### src/rtl/column_gather_if.sv
// column_gather_if: request/response and memory-read signals of column_gather.
//   start, col, abort   request side (col holds LANES packed CW-bit indices)
//   busy, done, err     status; done/err are one-cycle pulses
//   pipe                gathered result, LANES packed DEPTH-bit vectors
//   mem_rd, mem_addr    read strobe/address towards a synchronous word memory
//   mem_rdata           read data, valid one cycle after the memory samples
// The slave modport is the gatherer's view; master is the requester/memory view.
interface column_gather_if #(
  parameter int WIDTH = 25,
  parameter int DEPTH = 64,
  parameter int LANES = 1
) ();
  localparam int AW = $clog2(DEPTH);
  localparam int CW = (WIDTH > 1) ? $clog2(WIDTH) : 1;

  logic                   start;
  logic [LANES*CW-1:0]    col;
  logic                   abort;
  logic                   mem_rd;
  logic [AW-1:0]          mem_addr;
  logic [WIDTH-1:0]       mem_rdata;
  logic                   busy;
  logic                   done;
  logic                   err;
  logic [LANES*DEPTH-1:0] pipe;

  modport master (
    output start, col, abort, mem_rdata,
    input  mem_rd, mem_addr, busy, done, err, pipe
  );

  modport slave (
    input  start, col, abort, mem_rdata,
    output mem_rd, mem_addr, busy, done, err, pipe
  );
endinterface

### src/rtl/column_gather.sv
// column_gather: reads DEPTH words from a latency-1 synchronous memory and, for
// each of LANES lanes, gathers one bit column into a DEPTH-bit vector
// (pipe lane l bit n = selected bit of word n).
// Ports:
//   clk  rising-edge clock
//   rst  asynchronous active-high reset
//   bus  column_gather_if.slave (start/col/abort in, busy/done/err/pipe out,
//        mem_rd/mem_addr out, mem_rdata in)
// Results are assembled in a shadow register and copied to pipe only when the
// whole operation completes, so pipe never shows partial data.
module column_gather #(
  parameter int WIDTH     = 25,
  parameter int DEPTH     = 64,
  parameter int LANES     = 1,
  parameter bit MSB_FIRST = 1'b1
) (
  input logic             clk,
  input logic             rst,
  column_gather_if.slave  bus
);
  localparam int AW = $clog2(DEPTH);
  localparam int CW = (WIDTH > 1) ? $clog2(WIDTH) : 1;
  localparam logic [AW-1:0] LAST_ADDR = AW'(DEPTH - 1);
  localparam logic [CW-1:0] TOP_BIT   = CW'(WIDTH - 1);

  typedef enum logic [1:0] {
    IDLE,
    FETCH,
    DRAIN
  } state_t;

  state_t                 state_q, state_d;
  logic                   mem_rd_q, mem_rd_d;
  logic [AW-1:0]          addr_q, addr_d;
  logic                   busy_q, busy_d;
  logic                   done_q, done_d;
  logic                   err_q, err_d;
  logic                   rd_q, rd_d;      // word requested last cycle is on mem_rdata
  logic [AW-1:0]          idx_q;           // address that word came from
  logic                   latch_cols;
  logic                   load_pipe;
  logic                   cols_ok;
  logic [CW-1:0]          col_l;
  logic [CW-1:0]          sel_d [LANES];
  logic [CW-1:0]          sel_q [LANES];
  logic [LANES*DEPTH-1:0] shadow_q, shadow_d;
  logic [LANES*DEPTH-1:0] pipe_q;

  // Validate the requested columns and translate them into bit positions.
  // NOTE: every variable assigned in an always_comb gets a default before any
  // conditional assignment; otherwise a path that skips it infers a latch.
  always_comb begin
    cols_ok = 1'b1;
    col_l   = '0;
    for (int l = 0; l < LANES; l++) begin
      col_l = bus.col[l*CW +: CW];
      if (int'(col_l) >= WIDTH) cols_ok = 1'b0;
      sel_d[l] = MSB_FIRST ? (TOP_BIT - col_l) : col_l;
    end
  end

  // Next-state and control decode.
  always_comb begin
    state_d    = state_q;
    mem_rd_d   = mem_rd_q;
    addr_d     = addr_q;
    busy_d     = busy_q;
    done_d     = 1'b0;
    err_d      = 1'b0;
    rd_d       = mem_rd_q;
    latch_cols = 1'b0;
    load_pipe  = 1'b0;

    unique case (state_q)
      IDLE: begin
        // abort beats start: a simultaneous request is simply dropped
        if (bus.start && !bus.abort) begin
          if (cols_ok) begin
            latch_cols = 1'b1;
            state_d    = FETCH;
            busy_d     = 1'b1;
            mem_rd_d   = 1'b1;
            addr_d     = '0;
          end else begin
            err_d = 1'b1;
          end
        end
      end

      FETCH: begin
        if (bus.abort) begin
          state_d  = IDLE;
          busy_d   = 1'b0;
          mem_rd_d = 1'b0;
          rd_d     = 1'b0;
          addr_d   = '0;
        end else if (addr_q == LAST_ADDR) begin
          // last address is being sampled now; its data returns during DRAIN
          mem_rd_d = 1'b0;
          state_d  = DRAIN;
        end else begin
          addr_d = addr_q + 1'b1;
        end
      end

      DRAIN: begin
        if (bus.abort) begin
          state_d  = IDLE;
          busy_d   = 1'b0;
          mem_rd_d = 1'b0;
          rd_d     = 1'b0;
          addr_d   = '0;
        end else begin
          load_pipe = 1'b1;
          done_d    = 1'b1;
          busy_d    = 1'b0;
          state_d   = IDLE;
          addr_d    = '0;
        end
      end

      default: begin
        state_d  = IDLE;
        busy_d   = 1'b0;
        mem_rd_d = 1'b0;
        rd_d     = 1'b0;
        addr_d   = '0;
      end
    endcase
  end

  // Merge the returning word into the shadow. pipe is loaded from shadow_d so
  // the final word, arriving on the done edge, is included.
  always_comb begin
    shadow_d = shadow_q;
    if (rd_q) begin
      for (int l = 0; l < LANES; l++) begin
        shadow_d[l*DEPTH + int'(idx_q)] = bus.mem_rdata[sel_q[l]];
      end
    end
  end

  // NOTE: sequential state uses non-blocking assignments only, so every
  // register samples pre-edge values regardless of statement order.
  always_ff @(posedge clk or posedge rst) begin
    if (rst) begin
      state_q  <= IDLE;
      mem_rd_q <= 1'b0;
      addr_q   <= '0;
      busy_q   <= 1'b0;
      done_q   <= 1'b0;
      err_q    <= 1'b0;
      rd_q     <= 1'b0;
      idx_q    <= '0;
      shadow_q <= '0;
      pipe_q   <= '0;
    end else begin
      state_q  <= state_d;
      mem_rd_q <= mem_rd_d;
      addr_q   <= addr_d;
      busy_q   <= busy_d;
      done_q   <= done_d;
      err_q    <= err_d;
      rd_q     <= rd_d;
      idx_q    <= addr_q;
      shadow_q <= shadow_d;
      if (load_pipe) pipe_q <= shadow_d;
    end
  end

  // NOTE: the per-lane select array is a handful of config flops, so it is
  // reset like any other register; large storage arrays would be left unreset.
  always_ff @(posedge clk or posedge rst) begin
    if (rst) begin
      for (int l = 0; l < LANES; l++) sel_q[l] <= '0;
    end else if (latch_cols) begin
      for (int l = 0; l < LANES; l++) sel_q[l] <= sel_d[l];
    end
  end

  assign bus.mem_rd   = mem_rd_q;
  assign bus.mem_addr = addr_q;
  assign bus.busy     = busy_q;
  assign bus.done     = done_q;
  assign bus.err      = err_q;
  assign bus.pipe     = pipe_q;
endmodule

### src/flat_wrapper.sv
// flat-port wrapper written by rule: the top's interface ports become plain ports
module column_gather_flat 
#(
  parameter int WIDTH     = 25,
  parameter int DEPTH     = 64,
  parameter int LANES     = 1,
  parameter bit MSB_FIRST = 1'b1
)
  (clk, rst, bus_start, bus_col, bus_abort, bus_mem_rdata, bus_mem_rd, bus_mem_addr, bus_busy, bus_done, bus_err, bus_pipe);
  column_gather_if #(.WIDTH(WIDTH), .DEPTH(DEPTH), .LANES(LANES)) bus_i ();
  input logic clk;
  input logic rst;
  input wire logic [$bits(bus_i.start)-1:0] bus_start;
  input wire logic [$bits(bus_i.col)-1:0] bus_col;
  input wire logic [$bits(bus_i.abort)-1:0] bus_abort;
  input wire logic [$bits(bus_i.mem_rdata)-1:0] bus_mem_rdata;
  output wire logic [$bits(bus_i.mem_rd)-1:0] bus_mem_rd;
  output wire logic [$bits(bus_i.mem_addr)-1:0] bus_mem_addr;
  output wire logic [$bits(bus_i.busy)-1:0] bus_busy;
  output wire logic [$bits(bus_i.done)-1:0] bus_done;
  output wire logic [$bits(bus_i.err)-1:0] bus_err;
  output wire logic [$bits(bus_i.pipe)-1:0] bus_pipe;
  assign bus_i.start = bus_start;
  assign bus_i.col = bus_col;
  assign bus_i.abort = bus_abort;
  assign bus_i.mem_rdata = bus_mem_rdata;
  assign bus_mem_rd = bus_i.mem_rd;
  assign bus_mem_addr = bus_i.mem_addr;
  assign bus_busy = bus_i.busy;
  assign bus_done = bus_i.done;
  assign bus_err = bus_i.err;
  assign bus_pipe = bus_i.pipe;
  column_gather #(.WIDTH(WIDTH), .DEPTH(DEPTH), .LANES(LANES), .MSB_FIRST(MSB_FIRST)) u_core (.clk(clk), .rst(rst), .bus(bus_i));
endmodule
### config.mk
export PLATFORM = sky130hd
export DESIGN_NAME = column_gather_flat
export DESIGN_NICKNAME = d
export VERILOG_FILES = /design/src/rtl/column_gather_if.sv /design/src/rtl/column_gather.sv /design/src/flat_wrapper.sv
export SDC_FILE = /design/constraint.sdc
export NUM_CORES = 1
export LEC_CHECK = 0
export BUFFER_PORTS_ARGS = -buffer_cell sky130_fd_sc_hd__buf_2
export CAP_MARGIN = 20
export CORE_UTILIZATION = 25
export CTS_CLUSTER_DIAMETER = 60
export DETAILED_ROUTE_END_ITERATION = 8
export GPL_TIMING_DRIVEN = 1
export RECOVER_POWER = 25
export SLEW_MARGIN = 20
export SYNTH_ARGS = -nofsm -noshare
export SYNTH_HDL_FRONTEND = slang
export SYNTH_SLANG_ARGS = --single-unit
### constraint.sdc
create_clock -name clk -period 4.5 [get_ports clk]
set_input_delay 0.675 -clock clk [delete_from_list [all_inputs] [get_ports clk]]
set_output_delay 0.675 -clock clk [all_outputs]
set_load 0.05 [all_outputs]
==> run_results.csv <==
group,metric,value,unit
synth,ys_async_sr_fraction,1.00,
critical_path,cp_max_fo,64,
clocking,clk_pin_slew_worst_paths,0.06,ns
routing,postRouteAntennaNets,0,
timing,timing.final.max_slew_violations,153,
timing,finalSetupTns,0,ns
pwr,vdd_drop_max,0.256,mV
clocking,cts_resized,0,
final_layout,syn_to_final_growth,20.6,%
final_layout,fillers,2712,
synth,synth_compound_area_frac,0.201,
synth,synthMuxAreaShare,0.0249,
routing,vias_per_cell,4.78,
routing,drt_pass1_iterations,7,
floorplanning,core,0.0262,mm2
floorplanning,die_x,166,um
timing,fmaxAchievable,395,MHz
routing,avgRoutedWirePerCell,16.1,um
hold_path,hold_path.class,"flip-flop to flip-flop",
timing,grt_setup_unrepaired,"false",
timing,setup_violations,0,
final_layout,multiInputGateArea,0.00271,mm2
grt,grt_antenna_before_repair,0,
timing,max-slew-margin-rel,-0.414,
synth,seq_area_frac_synth,0.566,
placement,placed_cell_area,0.00756,mm2
synth,yosysWarnings,0,
synth,syn_inst,706,
routing,drc_errors,7,
synth,avgSynthCellArea,9.52,um2
synth,syn_area,0.00672,mm2
final_layout,finalInstanceArea,0.00811,mm2
clocking,cts_buffer_depth,2,
floorplanning,num_rows,59,
final_layout,drive_above_1_share,0.201,
floorplanning,num_io_pins,108,
synth,synth_xor_area_frac,0.00521,
timing,min_period,2.53,ns
routing,drtIter0Drc,340,
grt,grt_pass1_wl,29.8,mm
routing,routed_wl,18.5,mm
critical_path,crit_arrival,2.84,ns
grt,overflow,0,
outcome,status,"finished with violations",
final_layout,nets,841,
grt,grt_max_degree,153,
timing,final.setup.worst_slack,1.97,ns
clocking,cts_sinks,152,
floorplanning,start_util,0.257,
placement,dp_cells,1116,
synth,synthAdderAreaFrac,0.0130,
final_layout,fin_cells,1147,
grt,grt_util_all_layers,0.139,
clocking,cts_setup_buffers,0,
synth,syn_nets,747,
timing,fin_hold_ws,0.452,ns
final_layout,utilization,0.309,
synth,ys.flop_type,"dfrtp_1",
critical_path,critPathKind,"flip-flop to flip-flop",
clocking,cts_made_buffers,17,
critical_path,start_kind,"flip-flop",
critical_path,required,4.81,ns
placement,dp_slack,1.44,ns
synth,synth_simple_gate_area_frac,0.158,
clocking,clk_latency,0.42,ns
floorplanning,die_y,166,um
run,maxCapViolCount,1,
timing,worst_slew_pin_slew,2.12,ns
final_layout,regArea,0.00380,mm2
synth,synth_top_family_by_area,"compound AO/OA/AOI/OAI gates",
final_layout,antenna_cells,0,
timing,worst_clock_skew,0.0115,ns
timing,hold_viol,0,
clocking,htreeDepth,4,
pwr,p_leak,3.39,nW
clocking,cts_tree,"yes",
critical_path,worstSetupEndpointType,"flip-flop",
placement,portBuffers,107,
pwr,p_total,3.57,mW
routing,via_count,5481,
placement,dp_hpwl,12.3,mm
clocking,postCtsHoldBufs,0,
grt,grt_pass1_vias,5314,
placement,place.gp.congestion,0.782,
synth,ys_ff_latch,152,
pwr,power_density,441,mW/mm2
clocking,root_buffer,"clkbuf_16",
timing,period_share,0.563,
outcome,violations,"design-rule violations, max-capacitance violations, max-slew violations",
synth,synth_edf_count,0,
synth,synthDistinctLibCells,50,
floorplanning,dieArea,0.0276,mm2
-- worst paths after layout --
path / from / end / slack (ns) / cells after the start
max in group asynchronous: rst / u_core.shadow_q[22]$_DFF_PP0_ / 2.14 / 3
min in group asynchronous: rst / u_core.bus.pipe[49]$_DFFE_PP0P_ / 0.98 / 3
hold / removal: u_core.bus.mem_addr[5]$_DFFE_PP0P_ / u_core.idx_q[5]$_DFF_PP0_ / 0.45 / 0
hold reg to reg: u_core.bus.mem_addr[5]$_DFFE_PP0P_ / u_core.idx_q[5]$_DFF_PP0_ / 0.45 / 0
setup / recovery: u_core.sel_q[0]$_DFFE_PP0P_ / u_core.bus.pipe[63]$_DFFE_PP0P_ / 1.97 / 5
setup reg to reg: u_core.sel_q[0]$_DFFE_PP0P_ / u_core.bus.pipe[63]$_DFFE_PP0P_ / 1.97 / 5
-- cells by family (layout without fill, tap and decap cells) --
kind of cell,after synthesis,count (layout)
adder cells (fa/ha/maj),7,7
buffers and inverters,48,154
AO/OA/AOI/OAI,251,251
multiplexers,11,11
XOR/XNOR,4,4
AND/OR/NAND/NOR,233,233
flip-flops,152,152
-- final cells by class --
| type | count | share of cell area |
|---|---|---|
| Sequential cell | 152 | 0.469 |
| Inverter | 10 | 0.00509 |
| Timing Repair Buffer | 113 | 0.0713 |
| Tap cell | 335 | 0.0517 |
| Multi-Input combinational cell | 506 | 0.334 |
| Clock inverter | 11 | 0.0122 |
| Clock buffer | 20 | 0.0563 |
-- cells in the mapped netlist, types with 2 or more instances --
| cell | count | area [um2] |
|---|---|---|
| dfrtp_1 | 152 | 3800 |
| o21ai_0 | 205 | 1030 |
| nand3b_1 | 5 | 37.5 |
| buf_4 | 3 | 22.5 |
| buf_2 | 3 | 15.0 |
| nand4bb_1 | 3 | 33.8 |
| mux2_2 | 6 | 67.6 |
| o221ai_1 | 11 | 96.3 |
| o21ai_1 | 4 | 20.0 |
| nand2b_1 | 4 | 25.0 |
| a21oi_1 | 14 | 70.1 |
| nor2_1 | 26 | 97.6 |
| and3b_1 | 2 | 17.5 |
| or3b_2 | 2 | 17.5 |
| nand4b_1 | 3 | 26.3 |
| inv_1 | 9 | 33.8 |
| xnor2_1 | 3 | 26.3 |
| buf_1 | 2 | 7.51 |
| ha_1 | 7 | 87.6 |
| nor3_1 | 5 | 25.0 |
| nand3_1 | 7 | 35.0 |
| clkbuf_1 | 19 | 71.3 |
| nor2b_1 | 5 | 31.3 |
| or3_1 | 4 | 25.0 |
| clkbuf_2 | 10 | 50.1 |
| or2_2 | 2 | 12.5 |
| nor3b_1 | 5 | 37.5 |
| nand2_1 | 152 | 571 |
| mux4_2 | 4 | 90.1 |
| o22ai_1 | 9 | 56.3 |
-- layer usage --
layer | track usage | vias to the layer above | share of wire | wire, um
met5 | 0 | - | 0 | 0
met4 | 0.0341 | 0 | 0.0069 | 127
met3 | 0.0403 | 14 | 0.058 | 1080
met2 | 0.222 | 116 | 0.47 | 8740
met1 | 0.184 | 2673 | 0.46 | 8530
li1 | - | 2678 | - | -
-- critical path, stage by stage, from the launching register on --
cell and delay (ns):
dfrtp_1 0.50, mux4_2 0.38, nor2_1 0.06, o311ai_4 0.40, nand3_4 0.63, o21ai_0 0.42
-- flip-flops by register name (all words and copies together) (netlist names) --
name                 count
u_core.idx_q             6
u_core.shadow_q         64
u_core.bus.mem_rd        1
u_core.bus.busy          1
u_core.bus.err           1
u_core.rd_q              1
u_core.bus.mem_addr      6
u_core.sel_q             5
u_core.bus.pipe         64
u_core.state_q           2
u_core.bus.done          1
-- cells in the final DEF, fill, tap and decap left out, types with 2 or more instances in the layout --
cell type and n:
inv_6 2, dfrtp_1 152, o21ai_0 205, nand2b_1 4, and3b_1 2, mux4_2 4, clkinv_2 4, nor3b_1 5
nor2_1 26, nand3_1 7, ha_1 7, clkbuf_8 2, nand2_1 151, mux2_2 6, or3b_2 2, nand3b_1 5
clkinvlp_4 4, xnor2_1 3, buf_4 5, or3_1 4, nand4b_1 3, clkbuf_16 17, o21ai_1 4, inv_1 8
o22ai_1 9, nor2b_1 5, nor3_1 5, nand4bb_1 3, a21oi_1 14, buf_2 105, or2_2 2, o221ai_1 11
clkbuf_1 3
-- where the power goes --
| part | switching, mW | internal (mW) |
|---|---|---|
| Sequential | 0.125 | 1.44 |
| Clock | 0.556 | 0.786 |
| Combinational | 0.465 | 0.201 |
(Power assumes the default switching activity.)
